===== config.mk =====
export PLATFORM = sky130hd
export DESIGN_NAME = tblink_rpc_invoke_mux
export DESIGN_NICKNAME = d
export VERILOG_FILES = /design/src/rtl/tblink_rpc_invoke_pkg.sv /design/src/rtl/tblink_rpc_rr_arb.sv /design/src/rtl/tblink_rpc_invoke_mux.sv
export SDC_FILE = /design/constraint.sdc
export NUM_CORES = 1
export LEC_CHECK = 0
export ABC_CLOCK_PERIOD_IN_PS = 6900
export CAP_MARGIN = 20
export CORE_AREA = 2 2 292 294
export CTS_CLUSTER_SIZE = 8
export DETAILED_ROUTE_END_ITERATION = 12
export DIE_AREA = 0 0 294 296
export GPL_TIMING_DRIVEN = 0
export PLACE_DENSITY = 0.51
export SETUP_SLACK_MARGIN = 0.4
export SYNTH_ARGS = -nofsm -noshare
export SYNTH_HDL_FRONTEND = slang
export SYNTH_HIERARCHICAL = 1
export SYNTH_SLANG_ARGS = --single-unit

===== constraint.sdc =====
create_clock -name clock -period 6.9 [get_ports clock]
set_input_delay 2.07 -clock clock [delete_from_list [all_inputs] [get_ports clock]]
set_output_delay 2.07 -clock clock [all_outputs]
set_load 0.05 [all_outputs]

===== src/rtl/tblink_rpc_invoke_pkg.sv =====
// Shared types and width helpers for the RPC invoke multiplexer.
package tblink_rpc_invoke_pkg;

   // Per-channel call state: IDLE accepts new requests, WAIT awaits a return.
   typedef enum logic [0:0] {
      CH_IDLE = 1'b0,
      CH_WAIT = 1'b1
   } ch_state_t;

   // Channel-index width; never narrower than one bit so N=1 still has a field.
   function automatic int ch_width(input int n);
      return (n <= 1) ? 1 : $clog2(n);
   endfunction

   // Timeout counter width, wide enough to hold the value tmo.
   function automatic int cnt_width(input int tmo);
      return (tmo < 1) ? 1 : $clog2(tmo + 1);
   endfunction

endpackage


===== src/rtl/tblink_rpc_rr_arb.sv =====
// Round-robin arbiter: one-hot grant, priority rotates past the last winner.
module tblink_rpc_rr_arb
   import tblink_rpc_invoke_pkg::*;
#(
   parameter int N = 4
) (
   input  logic         clock,
   input  logic         reset_n,
   input  logic [N-1:0] req,
   input  logic         advance,
   output logic [N-1:0] gnt
);

   localparam int PW = ch_width(N);

   logic [PW-1:0] ptr_r;
   logic [PW-1:0] win_s;
   logic          found_s;

   // Scan requesters starting at the priority pointer; first hit wins.
   always_comb begin
      logic [PW:0]   sum;
      logic [PW-1:0] idx;
      gnt     = '0;
      win_s   = '0;
      found_s = 1'b0;
      sum     = '0;
      idx     = '0;
      for (int k = 0; k < N; k++) begin
         sum = {1'b0, ptr_r} + (PW+1)'(k);
         if (sum >= (PW+1)'(N)) begin
            sum = sum - (PW+1)'(N);
         end else begin
            sum = sum;
         end
         idx = sum[PW-1:0];
         if (!found_s && req[idx]) begin
            gnt[idx] = 1'b1;
            win_s    = idx;
            found_s  = 1'b1;
         end else begin
            found_s  = found_s;
         end
      end
   end

   // Move priority to the channel after the winner; hold when nothing is granted.
   always_ff @(posedge clock or negedge reset_n) begin
      if (!reset_n) begin
         ptr_r <= '0;
      end else if (advance && found_s) begin
         ptr_r <= (win_s == PW'(N - 1)) ? '0 : win_s + PW'(1);
      end else begin
         ptr_r <= ptr_r;
      end
   end

endmodule


===== src/rtl/tblink_rpc_invoke_mux.sv =====
// Multiplexes N_CH RPC invoking channels onto one endpoint request slot and
// routes returns (or timeouts) back to the waiting channel.
module tblink_rpc_invoke_mux
   import tblink_rpc_invoke_pkg::*;
#(
   parameter int N_CH  = 4,
   parameter int MID_W = 16,
   parameter int PRM_W = 64,
   parameter int RET_W = 64,
   parameter int TMO   = 1024
) (
   input  logic                      clock,
   input  logic                      reset_n,
   input  logic [N_CH-1:0]           ch_req_valid,
   output logic [N_CH-1:0]           ch_req_ready,
   input  logic [N_CH*MID_W-1:0]     ch_req_mid,
   input  logic [N_CH*PRM_W-1:0]     ch_req_prm,
   input  logic [N_CH-1:0]           ch_req_blk,
   output logic [N_CH-1:0]           ch_rsp_valid,
   output logic [N_CH*RET_W-1:0]     ch_rsp_ret,
   output logic [N_CH-1:0]           ch_rsp_err,
   output logic [N_CH-1:0]           ch_busy,
   output logic                      ep_req_valid,
   input  logic                      ep_req_ready,
   output logic [ch_width(N_CH)-1:0] ep_req_ch,
   output logic [MID_W-1:0]          ep_req_mid,
   output logic [PRM_W-1:0]          ep_req_prm,
   output logic                      ep_req_blk,
   input  logic                      ep_rsp_valid,
   input  logic [ch_width(N_CH)-1:0] ep_rsp_ch,
   input  logic [RET_W-1:0]          ep_rsp_ret,
   output logic                      stray_rsp
);

   localparam int CH_W  = ch_width(N_CH);
   localparam int CNT_W = cnt_width(TMO);
   localparam logic [CNT_W-1:0] TMO_LAST = (TMO == 0) ? '0 : CNT_W'(TMO - 1);

   ch_state_t        state_r     [N_CH];
   ch_state_t        state_nxt_s [N_CH];
   logic [CNT_W-1:0] cnt_r       [N_CH];
   logic [CNT_W-1:0] cnt_nxt_s   [N_CH];

   logic [N_CH-1:0]  eligible_s;
   logic [N_CH-1:0]  gnt_s;
   logic             slot_free_s;
   logic [N_CH-1:0]  rsp_hit_s;
   logic [N_CH-1:0]  done_ok_s;
   logic [N_CH-1:0]  done_tmo_s;
   logic [CH_W-1:0]  win_ch_s;
   logic [MID_W-1:0] win_mid_s;
   logic [PRM_W-1:0] win_prm_s;
   logic             win_blk_s;

   // Only idle channels compete; a return is a hit only for a waiting channel.
   always_comb begin
      eligible_s = '0;
      rsp_hit_s  = '0;
      for (int i = 0; i < N_CH; i++) begin
         eligible_s[i] = ch_req_valid[i] && (state_r[i] == CH_IDLE);
         rsp_hit_s[i]  = ep_rsp_valid && (ep_rsp_ch == CH_W'(i)) &&
                         (state_r[i] == CH_WAIT);
      end
   end

   tblink_rpc_rr_arb #(
      .N (N_CH)
   ) u_arb (
      .clock   (clock),
      .reset_n (reset_n),
      .req     (eligible_s),
      .advance (slot_free_s),
      .gnt     (gnt_s)
   );

   // Grant is exposed only when the endpoint slot can take a new request.
   always_comb begin
      slot_free_s  = reset_n && (!ep_req_valid || ep_req_ready);
      ch_req_ready = slot_free_s ? gnt_s : '0;
   end

   // Select the winning channel's request fields.
   always_comb begin
      win_ch_s  = '0;
      win_mid_s = '0;
      win_prm_s = '0;
      win_blk_s = 1'b0;
      for (int i = 0; i < N_CH; i++) begin
         if (gnt_s[i]) begin
            win_ch_s  = CH_W'(i);
            win_mid_s = ch_req_mid[i*MID_W +: MID_W];
            win_prm_s = ch_req_prm[i*PRM_W +: PRM_W];
            win_blk_s = ch_req_blk[i];
         end else begin
            win_ch_s  = win_ch_s;
         end
      end
   end

   // Endpoint request slot: load on acceptance, clear when consumed, else hold.
   always_ff @(posedge clock or negedge reset_n) begin
      if (!reset_n) begin
         ep_req_valid <= 1'b0;
         ep_req_ch    <= '0;
         ep_req_mid   <= '0;
         ep_req_prm   <= '0;
         ep_req_blk   <= 1'b0;
      end else if (|ch_req_ready) begin
         ep_req_valid <= 1'b1;
         ep_req_ch    <= win_ch_s;
         ep_req_mid   <= win_mid_s;
         ep_req_prm   <= win_prm_s;
         ep_req_blk   <= win_blk_s;
      end else if (ep_req_ready) begin
         ep_req_valid <= 1'b0;
      end else begin
         ep_req_valid <= ep_req_valid;
      end
   end

   // Channel state and timeout counter registers.
   always_ff @(posedge clock or negedge reset_n) begin
      if (!reset_n) begin
         for (int i = 0; i < N_CH; i++) begin
            state_r[i] <= CH_IDLE;
            cnt_r[i]   <= '0;
         end
      end else begin
         for (int i = 0; i < N_CH; i++) begin
            state_r[i] <= state_nxt_s[i];
            cnt_r[i]   <= cnt_nxt_s[i];
         end
      end
   end

   // Channel next-state: blocking acceptance enters WAIT; a return beats expiry.
   always_comb begin
      for (int i = 0; i < N_CH; i++) begin
         state_nxt_s[i] = state_r[i];
         cnt_nxt_s[i]   = cnt_r[i];
         done_ok_s[i]   = 1'b0;
         done_tmo_s[i]  = 1'b0;
         case (state_r[i])
            CH_IDLE: begin
               if (ch_req_ready[i] && ch_req_blk[i]) begin
                  state_nxt_s[i] = CH_WAIT;
                  cnt_nxt_s[i]   = '0;
               end else begin
                  state_nxt_s[i] = CH_IDLE;
               end
            end
            CH_WAIT: begin
               if (rsp_hit_s[i]) begin
                  state_nxt_s[i] = CH_IDLE;
                  done_ok_s[i]   = 1'b1;
               end else if ((TMO != 0) && (cnt_r[i] == TMO_LAST)) begin
                  state_nxt_s[i] = CH_IDLE;
                  done_tmo_s[i]  = 1'b1;
               end else begin
                  cnt_nxt_s[i]   = cnt_r[i] + CNT_W'(1);
               end
            end
            default: begin
               state_nxt_s[i] = CH_IDLE;
               cnt_nxt_s[i]   = '0;
            end
         endcase
      end
   end

   // Busy is a direct decode of the WAIT state.
   always_comb begin
      for (int i = 0; i < N_CH; i++) begin
         ch_busy[i] = (state_r[i] == CH_WAIT);
      end
   end

   // Completion pulse; the return value holds between pulses.
   always_ff @(posedge clock or negedge reset_n) begin
      if (!reset_n) begin
         ch_rsp_valid <= '0;
         ch_rsp_ret   <= '0;
         ch_rsp_err   <= '0;
      end else begin
         for (int i = 0; i < N_CH; i++) begin
            ch_rsp_valid[i] <= done_ok_s[i] || done_tmo_s[i];
            ch_rsp_err[i]   <= done_tmo_s[i];
            if (done_ok_s[i]) begin
               ch_rsp_ret[i*RET_W +: RET_W] <= ep_rsp_ret;
            end else if (done_tmo_s[i]) begin
               ch_rsp_ret[i*RET_W +: RET_W] <= '0;
            end else begin
               ch_rsp_ret[i*RET_W +: RET_W] <= ch_rsp_ret[i*RET_W +: RET_W];
            end
         end
      end
   end

   // Sticky flag for returns nobody was waiting for.
   always_ff @(posedge clock or negedge reset_n) begin
      if (!reset_n) begin
         stray_rsp <= 1'b0;
      end else if (ep_rsp_valid && !(|rsp_hit_s)) begin
         stray_rsp <= 1'b1;
      end else begin
         stray_rsp <= stray_rsp;
      end
   end

endmodule


==> flow_metrics.tcl, run 1 <==
set metrics [dict create \
    timing.final.crit_share 0.932 \
    critPathBufInv 4 \
    synth_most_common_cell "dfrtp_1" \
    worst_slack_ns 0.472 \
    port_buffers 754 \
    drive_gt1_frac 0.103 \
    slowest_stage "mux4_2" \
    stdcell_count 3413 \
    reg2reg_slack_ns 2.27 \
    grt_usage 0.193 \
    synth_top_area_share 0.567 \
    max_slew_margin 0.358 \
    ant_nets 0 \
    crit_required_ns 4.83 \
    crit_path_max_fanout 7 \
    rows 107 \
    areaGrowthSynthToFinish_pct 61.2 \
    yosys_warnings 6 \
    hold_violations 0 \
    vias 16500 \
    via_per_inst 4.83 \
    grt_setup_unrepaired "yes" \
    start_kind "input pin" \
    drtIter0Drc 905 \
    io_pins 755 \
    dp_cells 3325 \
    tritoncts "built" \
    hold_path_end "stray_rsp" \
    setup_violations 0 \
    root_buffer "clkbuf_16" \
    grt_antenna_before_repair 19 \
    numCtsBuffers 56 \
    start_util 0.209 \
    h-tree-depth 2 \
    finClkSkew_ns 0.0283 \
    synth_area_per_cell_um2 11.9 \
    p_per_area_nw_per_um2 609 \
    synth_area_leaders "dfrtp_1 (57%), a22o_1 (13%), mux2_2 (4.3%)" \
    hpwl_um 67200 \
    path_cells "clkdlybuf4s15_1 > nor2b_4 > mux4_2 > clkbuf_8 > nor4b_4 > buf_4 > a221o_2 > and3_1 > clkdlybuf4s15_2" \
    grt_pass1_wl_um 124000 \
    cts_buffer_depth 3 \
    ys_ff_latch 399 \
    hold_path.class "flip-flop to flip-flop" \
    ys_seq_area_frac 0.567 \
    critPathCaptureType "primary output" \
    maxCapViolations 0 \
    yosys-top-cells-count "dfrtp_1 (399), a22o_1 (262), nand2_1 (180)" \
    reg2reg_depth 12 \
    path_clk_slew_ns 0.06 \
    fin_area_um2 28400 \
    clkLatencyLatePin_ns 0.61 \
    hold-path-cell-count 2 \
    core_area_um2 84200 \
    yosysTopAreaCell "dfrtp_1" \
    first_pass_iters 5 \
    synthArstFlopShare 1.00 \
    wirelength_um 87800 \
    drv_slew 0 \
    status "completed" \
    globalplace.congestion 0.899 \
    fp.dieH_um 296 \
    r2r-start "u_arb/ptr_r[1]" \
    placed_area_um2 26600 \
    criticalPathCategory "input pin to primary output" \
    final_util 0.337 \
    min_period_ns 6.43 \
    ys.flop_type "dfrtp_1" \
    synth_area_um2 17600 \
    grt_max_degree 108 \
    synthCells 1478 \
    worst_hold_startpoint "stray_rsp" \
    dpl_worst_slack_ns -1.70 \
    leakage_nw 12.0 \
    cp.arrival_ns 4.36 \
    grt_overflow_total 0 \
    postSynthNetCount 1885 \
    die_w_um 294 \
    vdd_ir_drop_max_v 0.000329 \
    routedWlPerCell_um 25.7 \
    die-area_um2 87000 \
    critPathTopFamily "buffers and inverters" \
    synth_edf_count 0 \
    max_stage_delay_ns 0.52 \
    first_global_vias 17500 \
    worst_pin_slew_ns 0.963 \
    fmax_mhz 156 \
    nets 2712 \
    drc 0 \
    clock-sinks 399 \
    r2r_end "ep_req_prm[54]" \
    yosysUniqueCellTypes 68 \
]
-- placed cells by master (no fill, tap or decap), types with 5 or more instances in the layout --
cell | netlist | final
mux2_1 | 17 | 17
a22oi_1 | 83 | 83
nand3_1 | 14 | 14
nor2b_1 | 9 | 5
nor2_1 | 17 | 17
clkbuf_1 | 61 | 57
buf_2 | 46 | 46
nor2b_4 | 1 | 5
buf_4 | 1 | 14
and3_1 | 13 | 11
mux2_2 | 67 | 67
a22o_1 | 262 | 262
buf_6 | 6 | 7
o211ai_1 | 81 | 81
and2_1 | 14 | 14
a21oi_1 | 8 | 8
diode_2 | 0 | 12
nand2b_1 | 7 | 7
a31oi_1 | 6 | 6
nand4_1 | 11 | 11
ha_1 | 9 | 9
a221o_1 | 18 | 16
clkdlybuf4s50_1 | 0 | 745
clkbuf_16 | 0 | 59
a211o_1 | 8 | 8
inv_1 | 16 | 16
nor4_1 | 10 | 10
dfrtp_1 | 399 | 399
nor3_1 | 17 | 17
o21ai_0 | 14 | 14
nand2_1 | 180 | 180
or3_1 | 5 | 5
buf_1 | 8 | 8
-- power breakdown --
group	internal [W]	switching [W]	total, W
clock network	0.00145	0.00105	0.00250
registers	0.00335	0.000695	0.00405
logic	0.00385	0.00689	0.0107
-- worst max path at each step --
stage | startpoint | endpoint | slack [ns] | cells after the start
floorplan | ch_req_valid[2] | ch_req_ready[2] | 0.42 | 9
global placement | reset_n | ep_req_prm[31] | -14.40 | 1
detailed placement | ch_req_valid[2] | ch_req_ready[2] | -1.70 | 11
CTS | ch_req_valid[1] | ch_req_ready[3] | 0.42 | 10
global route | ch_req_valid[1] | ch_req_ready[3] | 0.37 | 11
finish | ch_req_valid[3] | ch_req_ready[1] | 0.47 | 9
-- per-layer routing --
metal	GRT usage	wire length (um)
met1	0.209	32200
met5	0	46
met2	0.343	44400
met4	0.0880	3790
met3	0.0610	7430
-- repair_timing --
| action | in CTS | in global routing |
|---|---|---|
| gates resized for setup | 56 | 3 |
| buffers inserted | 12 | 0 |
| hold buffers | 0 | 0 |
| endpoints found under the setup margin | 4 | 4 |
| pin swaps | 2 | 0 |
-- flip-flops by register name, indices dropped and copies added (netlist names) --
register,count
ch_busy,4
ch_rsp_ret,256
u_arb/ptr_r,2
ep_req_ch,2
ep_req_prm,64
ch_rsp_valid,4
ep_req_mid,16
ch_rsp_err,4
ep_req_blk,1
ep_req_valid,1
cnt_r,44
stray_rsp,1
-- cell type report --
class | count | area (um^2)
Fill cell | 8445 | 55800
Sequential cell | 399 | 9980
Timing Repair Buffer | 769 | 7740
Multi-Input combinational cell | 940 | 7050
Clock buffer | 60 | 1440
Tap cell | 1090 | 1360
Buffer | 122 | 652
Clock inverter | 4 | 71.3
Inverter | 17 | 63.8
Antenna cell | 12 | 30.0
-- logic make-up after synthesis --
group / count (synthesis) / synth area share
flip-flops: 399 / 0.567
adder cells (fa/ha/maj): 9 / 0.00639
buffers and inverters: 139 / 0.0357
AND/OR/NAND/NOR: 332 / 0.0926
multiplexers: 91 / 0.0605
AO/OA/AOI/OAI: 508 / 0.238
-- per-stage QoR --
step / power (W) / setup TNS, ns / hold slack (ns)
after detailed placement: 0.0146 / -4.24 / 0.446
after floorplan: 0.0105 / 0 / 0.465
after global routing: 0.0181 / 0 / 0.502
final: 0.0173 / 0 / 0.471
after CTS: 0.0175 / 0 / 0.471
after global placement: 0.0146 / -7237.16 / 0.451
-- worst min-delay path: stages, from the launching register on --
cell	delay [ns]
dfrtp_1	0.35
inv_1	0.04
o41ai_1	0.05
Note: power is estimated with default switching activity, not from simulation.
==> run 2, diff against run 1 <==
- GPL_TIMING_DRIVEN: 0 -> not set
==> run 2 against run 1 <==
Effect of this change:
- worst setup slack better by 0.012 ns
- critical path depth fell by 1
- combinational power fell by 5%
- die area unchanged
- clock power about the same
- sequential share of layout area grew 0.45 points
- sequential power about the same
- register-to-register slack got worse by 0.23 ns
- non-clock buffer count down 98
==> flow_metrics.tcl, run 2 (same netlist as run 1, synthesis figures left out) <==
set metrics [dict create \
    ctsHoldBuffers 0 \
    globalplace.congestion 0.844 \
    path_clk_slew_ns 0.05 \
    tritoncts "built" \
    grt_pass1_wl_um 116000 \
    port_buffers 754 \
    leakage_nw 11.8 \
    crit_path_max_fanout 9 \
    drtIter0Drc 881 \
    start_util 0.209 \
    hold_violations 0 \
    cp.arrival_ns 4.35 \
    placed_area_um2 26400 \
    rows 107 \
    max_stage_delay_ns 0.63 \
    critPathCaptureType "primary output" \
    via_per_inst 4.78 \
    io_pins 755 \
    ant_nets 0 \
    grt_usage 0.177 \
    slowest_stage "mux4_2" \
    grt_overflow_total 0 \
    wirelength_um 80800 \
    start_kind "input pin" \
    grt_setup_unrepaired "yes" \
    nFillCells 8393 \
    p_per_area_nw_per_um2 598 \
    maxCapViolations 0 \
    die-area_um2 87000 \
    register_area_um2 9980 \
    core_area_um2 84200 \
    status "completed" \
    largest-register "ch_rsp_ret" \
    timing.final.crit_share 0.930 \
    layout_commonest_cell "clkdlybuf4s50_1" \
    r2r-start "u_arb/ptr_r[0]" \
    die_w_um 294 \
    criticalPathCategory "input pin to primary output" \
    finClkSkew_ns 0.0245 \
    worst_hold_startpoint "stray_rsp" \
    hpwl_um 57300 \
    multi_input_area_um2 7120 \
    areaGrowthSynthToFinish_pct 59.1 \
    min_period_ns 6.42 \
    largest_register_ffs 256 \
    nets 2615 \
    fin_area_um2 28000 \
    h-tree-depth 2 \
    first_pass_iters 5 \
    final_util 0.333 \
    clkLatencyLatePin_ns 0.60 \
    tns_ns 0 \
    drc 0 \
    vdd_ir_drop_max_v 0.000348 \
    drive_gt1_frac 0.0952 \
    root_buffer "clkbuf_16" \
    grt_max_degree 101 \
    first_global_vias 17000 \
    hold_path.class "flip-flop to flip-flop" \
    vias 15900 \
    layout_common_cells "clkdlybuf4s50_1 (749), dfrtp_1 (399), a22o_1 (262), nand2_1 (180), a22oi_1 (83)" \
    path_cells "clkdlybuf4s50_1 > nor2b_2 > mux4_2 > nor4b_4 > buf_4 > a221o_4 > and3_4 > buf_12" \
    fmax_mhz 156 \
    crit_required_ns 4.83 \
    drv_slew 0 \
    max_slew_margin 0.282 \
    clock-sinks 399 \
    numCtsBuffers 57 \
    stdcell_count 3316 \
    largest_registers "ch_rsp_ret: 256 flops, ep_req_prm: 64 flops, cnt_r: 44 flops" \
    routedWlPerCell_um 24.4 \
    setup_violations 0 \
    startpoint "ch_req_valid[2]" \
    grt_antenna_before_repair 18 \
    fp.dieH_um 296 \
    cts_buffer_depth 3 \
    timing.hold.ws_ns 0.487 \
    dp_cells 3235 \
    worst_pin_slew_ns 1.08 \
]
run 2: changes by cell type in the layout (fill, tap and decap cells not counted), sizes merged:
cell,previous run,this run
clkbuf,120,63
buf,80,44
clkdlybuf4s50,745,749
inv,18,19
diode,12,9
clkinvlp,0,2
clkinv,3,1
clkdlybuf4s15,6,0
run 2: per-stage QoR:
stage	total power, W	setup slack, ns
floorplan	0.0105	0.417
global placement	0.0142	0.332
detailed placement	0.0142	0.289
CTS	0.0169	0.406
global route	0.0176	0.382
finish	0.0168	0.485
run 2: critical path, delay by kind of cell:
kind | cells | cell delay (ns)
AND/OR/NAND/NOR | 3 | 0.75
buffers and inverters | 3 | 0.70
multiplexers | 1 | 0.63
AO/OA/AOI/OAI | 1 | 0.19
run 2: path summary, 6_finish.rpt:
check,end,slack [ns],depth (start not counted)
max in group asynchronous,ep_req_prm[25],3.42,3
setup reg to reg,ep_req_prm[46],2.04,10
hold / removal,stray_rsp,0.49,2
hold reg to reg,stray_rsp,0.49,2
min in group asynchronous,ch_rsp_ret[205],1.36,1
setup / recovery,ch_req_ready[3],0.48,8
run 2: layout make-up:
| cell class | count | area share |
|---|---|---|
| Clock inverter | 5 | 0.00263 |
| Timing Repair Buffer | 793 | 0.284 |
| Clock buffer | 63 | 0.0520 |
| Tap cell | 1090 | 0.0487 |
| Sequential cell | 399 | 0.356 |
| Inverter | 17 | 0.00228 |
| Antenna cell | 9 | 0.000803 |
| Multi-Input combinational cell | 940 | 0.254 |
run 2: layer usage:
metal	track usage	wire length (um)	up-vias
met1	0.205	31200	7927
met4	0.0930	3730	10
li1	-	-	7082
met5	0	69	-
met2	0.292	38700	686
met3	0.0594	7050	156
run 2: power breakdown:
part | switching [W] | internal, W
Clock | 0.00105 | 0.00147
Combinational | 0.00644 | 0.00377
Sequential | 0.000693 | 0.00335
run 2: what timing repair did:
action | CTS | global route
buffers inserted | 0 | 4
pin swaps | 0 | 2
setup endpoints to repair | 4 | 4
gates resized for setup | 2 | 2
==> run 3, diff against run 2 <==
- GPL_ROUTABILITY_DRIVEN: not set -> 0
- PLACE_DENSITY: 0.51 -> 0.47
- SLEW_MARGIN: not set -> 40
==> run 3 against run 2 <==
Effect of this change:
- global-route usage shrank 0.094 points
- clock skew grew 0.0060 ns
- clock power rose by 4%
- worst setup slack got worse by 0.032 ns
- wire length barely moved
- cell count barely moved
- final area rose by 0.28%
==> flow_metrics.tcl, run 3 (same netlist as run 1, synthesis figures left out) <==
set metrics [dict create \
    status "completed" \
    cp.arrival_ns 4.38 \
    critPathCaptureType "primary output" \
    largest-register "ch_rsp_ret" \
    dp_cells 3232 \
    min_period_ns 6.45 \
    layout_commonest_cell "clkdlybuf4s50_1" \
    leakage_nw 11.8 \
    path_clk_slew_ns 0.05 \
    drc 0 \
    worst_pin_slew_ns 0.826 \
    io_pins 755 \
    timing.hold.ws_ns 0.483 \
    wirelength_um 80800 \
    largest_register_ffs 256 \
    via_per_inst 4.75 \
    grt_overflow_total 0 \
    grt_usage 0.176 \
    first_global_vias 16800 \
    vdd_ir_drop_max_v 0.000352 \
    die-area_um2 87000 \
    ctsHoldBuffers 0 \
    grt_setup_unrepaired "no" \
    crit_required_ns 4.83 \
    vias 15700 \
    drive_gt1_frac 0.0935 \
    criticalPathCategory "input pin to primary output" \
    nets 2609 \
    largest_registers "ch_rsp_ret: 256 flops, ep_req_prm: 64 flops, cnt_r: 44 flops" \
    hold_path.class "flip-flop to flip-flop" \
    nFillCells 8428 \
    clock-sinks 399 \
    routedWlPerCell_um 24.4 \
    cts_buffer_depth 3 \
    hold_violations 0 \
    root_buffer "clkbuf_16" \
    max_slew_margin 0.450 \
    hpwl_um 57000 \
    layout_common_cells "clkdlybuf4s50_1 (748), dfrtp_1 (399), a22o_1 (262), nand2_1 (180), a22oi_1 (83)" \
    crit_path_max_fanout 9 \
    timing.final.crit_share 0.934 \
    start_util 0.209 \
    finClkSkew_ns 0.0305 \
    grt_antenna_before_repair 20 \
    setup_violations 0 \
    fp.dieH_um 296 \
    drtIter0Drc 818 \
    fmax_mhz 155 \
    grt_max_degree 101 \
    clkLatencyLatePin_ns 0.61 \
    rows 107 \
    ant_nets 0 \
    tritoncts "built" \
    areaGrowthSynthToFinish_pct 59.6 \
    h-tree-depth 2 \
    numCtsBuffers 57 \
    stdcell_count 3313 \
    first_pass_iters 5 \
    core_area_um2 84200 \
    tns_ns 0 \
    grt_pass1_wl_um 115000 \
    die_w_um 294 \
    port_buffers 754 \
    drv_slew 0 \
    maxCapViolations 0 \
    start_kind "input pin" \
    p_per_area_nw_per_um2 599 \
]
-- run 3: metal layers --
metal / track usage / up-vias / share of wire
li1: - / 7079 / -
met1: 0.200 / 7868 / 0.38
met2: 0.307 / 651 / 0.50
met3: 0.0591 / 126 / 0.084
met4: 0.0647 / 12 / 0.032
met5: 0 / - / 0.00092
-- run 3: per-stage QoR --
step	setup WS, ns	util	instance area (um^2)	power (W)
6_report	0.452	0.334	28100	0.0168
5_1_grt	0.400	0.334	28100	0.0177
4_1_cts	0.471	0.333	28100	0.0170
3_5_place_dp	0.343	0.314	26500	0.0143
3_3_place_gp	0.378	0.313	26400	0.0142
2_1_floorplan	0.417	-	17600	0.0105
-- run 3: timing repair --
item                                    in CTS  in global routing
endpoints found under the setup margin       2                  1
setup buffers                                0                  1
hold endpoints to repair                     0                  0
resized for setup                            3                  1
pin swaps                                    0                  0
-- run 3: area by class of cell --
type | count | area, um^2 | share of cell area
sequential | 399 | 9980 | 0.355
multi-input combinational | 940 | 7120 | 0.253
clock inverter | 4 | 95.1 | 0.00338
timing repair buffer | 787 | 7960 | 0.283
tap | 1090 | 1360 | 0.0485
inverter | 17 | 63.8 | 0.00227
antenna | 10 | 25.0 | 0.000890
clock buffer | 66 | 1500 | 0.0534
-- run 3: worst max-delay path, stage by stage --
cell	delay, ns
clkdlybuf4s50_1	0.39
nor2b_2	0.20
mux4_2	0.63
buf_4	0.19
a22oi_1	0.18
nor2_1	0.07
a221o_4	0.34
and3_4	0.16
buf_12	0.14
-- run 3: path summary, 6_finish.rpt --
| kind | startpoint | to | slack (ns) | cells after the start |
|---|---|---|---|---|
| max in group asynchronous | reset_n | ep_req_prm[44] | 3.53 | 4 |
| max | ch_req_valid[2] | ch_req_ready[3] | 0.45 | 9 |
| max reg2reg | u_arb/ptr_r[0] | ep_req_prm[51] | 2.17 | 12 |
| min in group asynchronous | reset_n | ch_rsp_ret[137] | 1.36 | 1 |
| min | stray_rsp | stray_rsp | 0.48 | 2 |
| min reg2reg | stray_rsp | stray_rsp | 0.48 | 2 |
-- run 3: power by group --
group	total (W)	switching, W	internal [W]
Clock	0.00261	0.00107	0.00155
Sequential	0.00404	0.000688	0.00335
Combinational	0.0102	0.00646	0.00373
Total	0.0168	0.00822	0.00863
